[src/rtl/exe_mem_pc_path.sv]
// PC slice for the ID and EXE stages plus the EXE/MEM pipeline register.
// ID and EXE pass the PC through unchanged; EXE/MEM captures it for the MEM stage.
module exe_mem_pc_path #(
  parameter int WIDTH = 32
) (
  input  logic             clk,
  input  logic             rst,
  input  logic [WIDTH-1:0] id_pc_in,
  output logic [WIDTH-1:0] id_pc_out,
  input  logic [WIDTH-1:0] exe_pc_in,
  output logic [WIDTH-1:0] exe_pc_out,
  input  logic             exe_mem_freeze,
  input  logic             exe_mem_flush,
  output logic [WIDTH-1:0] mem_pc_out
);

  logic [WIDTH-1:0] mem_pc_q;

  assign id_pc_out  = id_pc_in;
  assign exe_pc_out = exe_pc_in;

  // Flush inserts a zero bubble and takes priority over freeze.
  always_ff @(posedge clk or negedge rst) begin
    if (!rst) begin
      mem_pc_q <= '0;
    end else if (exe_mem_flush) begin
      mem_pc_q <= '0;
    end else if (!exe_mem_freeze) begin
      mem_pc_q <= exe_pc_out;
    end
  end

  assign mem_pc_out = mem_pc_q;

endmodule

[config.mk]
export PLATFORM = sky130hd
export DESIGN_NAME = exe_mem_pc_path
export DESIGN_NICKNAME = d
export VERILOG_FILES = /design/src/rtl/exe_mem_pc_path.sv
export SDC_FILE = /design/constraint.sdc
export NUM_CORES = 1
export LEC_CHECK = 0
export BUFFER_PORTS_ARGS = -buffer_cell sky130_fd_sc_hd__buf_2
export CAP_MARGIN = 5
export CORE_ASPECT_RATIO = 1.4
export CORE_MARGIN = 4
export CORE_UTILIZATION = 34
export DETAILED_ROUTE_END_ITERATION = 12
export GPL_TIMING_DRIVEN = 0
export PLACE_DENSITY_LB_ADDON = 0.12
export SLEW_MARGIN = 25
export SYNTH_ARGS = -nofsm -noshare
export SYNTH_HDL_FRONTEND = slang
export SYNTH_SLANG_ARGS = --single-unit
[constraint.sdc]
create_clock -name clk -period 0.8 [get_ports clk]
set_clock_uncertainty 0.2 [all_clocks]
set_input_delay 0.08 -clock clk [delete_from_list [all_inputs] [get_ports clk]]
set_output_delay 0.08 -clock clk [all_outputs]
set_load 0.01 [all_outputs]
==> results.cfg <==
[floorplan]
dieArea_um2 = 6552
ioPinCount = 164
rows = 31
fp.dieH_um = 94.19
initial_core_util_pct = 34.97
core-area_um2 = 5159
dieWidth_um = 69.57

[grt]
track_usage_pct = 12.78
grt_max_degree = 33
grt_pass1_wl_um = 6789
antenna_found_initial = 0
grt_overflow = 0
grt_pass1_vias = 1481

[clocking]
cts_root_buf = clkbuf_8
clock_path_buffers = 2
clk_latency_ns = 0.27
cts_htree_levels = 2
cts_tree = yes
cts.sinks = 32
clkTransAtPathRegs_ns = 0.06
cts_buffers = 5

[setup_path]
crit_chain = buf_2
cp-end-kind = output port
crit_fanout = 2
crit_type = flop to output port
arrival_ns = 0.82
max_stage_delay_ns = 0.40
crit_family = flip-flops
cp_slowest_cell = dfrtp_1
worst-path-buf-inv = 1
cp.required_ns = 0.52
startpoint_type = flop

[sta]
max_slew_margin_pct = 53.57
report.final.slew_viol_count = 0
holdWs_ns = -0.3478
layout_worst_path_cycle_share_pct = 136.9
fin_ws_ns = -0.2953
hold_viol_final = 64
fmax_mhz = 913.0
min_period_ns = 1.095
tightest_slew_ns = 0.6965
rsz0062_at_grt = true
setup_violations = 64

[run_status]
violations = hold timing, setup timing
outcome = finished with violations

[final_layout]
drive_above_1_share_pct = 67.52
final_cell_mix = buf_2, buf_4, mux2i_1, nor2_1, dfrtp_1
largest_reg_flops = 32
fin_area_um2 = 2709
num_antenna_cells = 0
multi_input_area_um2 = 440.4
nFillCells = 497
syn_to_final_growth_pct = 50.14
nets = 378
seq_area_um2 = 800.8
post-route-util_pct = 52.51
final_common_cell = buf_2
final_cells = 377

[drt]
final_antenna_net_count = 0
vias_per_cell = 4.000
dr.pass1.iters = 2
wl_per_cell_um = 11.45
drt_iter0_markers = 25
remaining_drc_errors = 0
totalWireLength_um = 4316
via_count = 1508

[logic_synthesis]
avgSynthCellArea_um2 = 10.80
synth.distinct_cells = 7
synth_seq_cells = 32
synth_area_um2 = 1804
ys_top_cells_by_area = dfrtp_1, buf_4, mux2i_1, nor2_1, buf_12
synthCells = 167
syn_nets = 235
yosys.area.top_type_share_pct = 44.38
ys.warnings.count = 0
yosys.area.top_type = dfrtp_1
ys_seq_area_share_pct = 44.38

[power]
ir_worst_vdd_mv = 0.8503
p_per_area_nw_per_um2 = 1490
p_leak_nw = 1.649

[min_path]
hold_class = input port to async pin

[placed_design]
dp.cells = 363
globalplace.congestion = 0.7168
hpwl_um = 3529
place_area_um2 = 2537
port_buffers = 130

[run]
cap_violations = 0
[cells by family (layout without fill, tap and decap cells)]
| logic type | Yosys count | after routing | synth area share (%) |
|---|---|---|---|
| buf+inv | 71 | 215 | 31.21 |
| flops | 32 | 32 | 44.38 |
| mux | 32 | 32 | 17.75 |
| simple gates | 32 | 32 | 6.658 |
[synth_stat cells]
master,number
buf_4,64
buf_12,3
clkbuf_1,3
buf_6,1
dfrtp_1,32
mux2i_1,32
nor2_1,32
[routing by layer]
layer | vias to the layer above | wire length, µm | track usage [%]
met1 | 658 | 1567 | 14.52
met3 | 5 | 480 | 4.390
met5 | - | 0 | 0
met2 | 89 | 2213 | 22.21
met4 | 0 | 55 | 4.397
li1 | 756 | - | -
[where the power goes]
group	internal (W)	leakage [nW]	switching [W]
Clock	0.000700	0.0455	0.000529
Sequential	0.00171	0.425	0.0000479
Combinational	0.000590	1.18	0.000459
[area by class of cell]
class                   instances  area share (%)
well taps                      66           3.048
flip-flops and latches         32           29.56
clock buffers                   8           3.326
repair buffers                136           27.02
multi-input cells              64           16.26
plain buffers                  71           20.79
[stage by stage]
step	TNS, ns	worst slack [ns]	total power, W	hold slack [ns]
final	-12.04	-0.2953	0.004036	-0.3478
after global routing	-15.01	-0.3338	0.004303	-0.2904
after CTS	-12.36	-0.3124	0.004095	-0.3236
after detailed placement	-9.942	-0.2805	0.002812	-0.02328
after global placement	-9.616	-0.2519	0.002806	-0.01974
after floorplan	-3.020	-0.09520	0.002382	-0.4156
[timing repair]
action | 4_1_cts | 5_1_grt
pin swaps | 0 | 1
hold endpoints to repair | 64 | 64
setup buffers | 2 | 4
endpoints found under the setup margin | 64 | 64
gates resized for setup | 1 | 6
[path summary, 6_finish.rpt]
| kind | from | to | slack (ns) | depth (start not counted) |
|---|---|---|---|---|
| max | mem_pc_out[12] | mem_pc_out[12] | -0.30 | 1 |
| min | rst | mem_pc_out[20] | -0.35 | 1 |
| max reg2reg | mem_pc_out[12] | mem_pc_out[12] | -0.22 | 3 |
| min reg2reg | mem_pc_out[13] | mem_pc_out[13] | 0.31 | 2 |
| max in group asynchronous | rst | mem_pc_out[16] | 0.30 | 1 |
| min in group clk | exe_mem_flush | mem_pc_out[31] | -0.17 | 2 |
(Power assumes the default switching activity.)
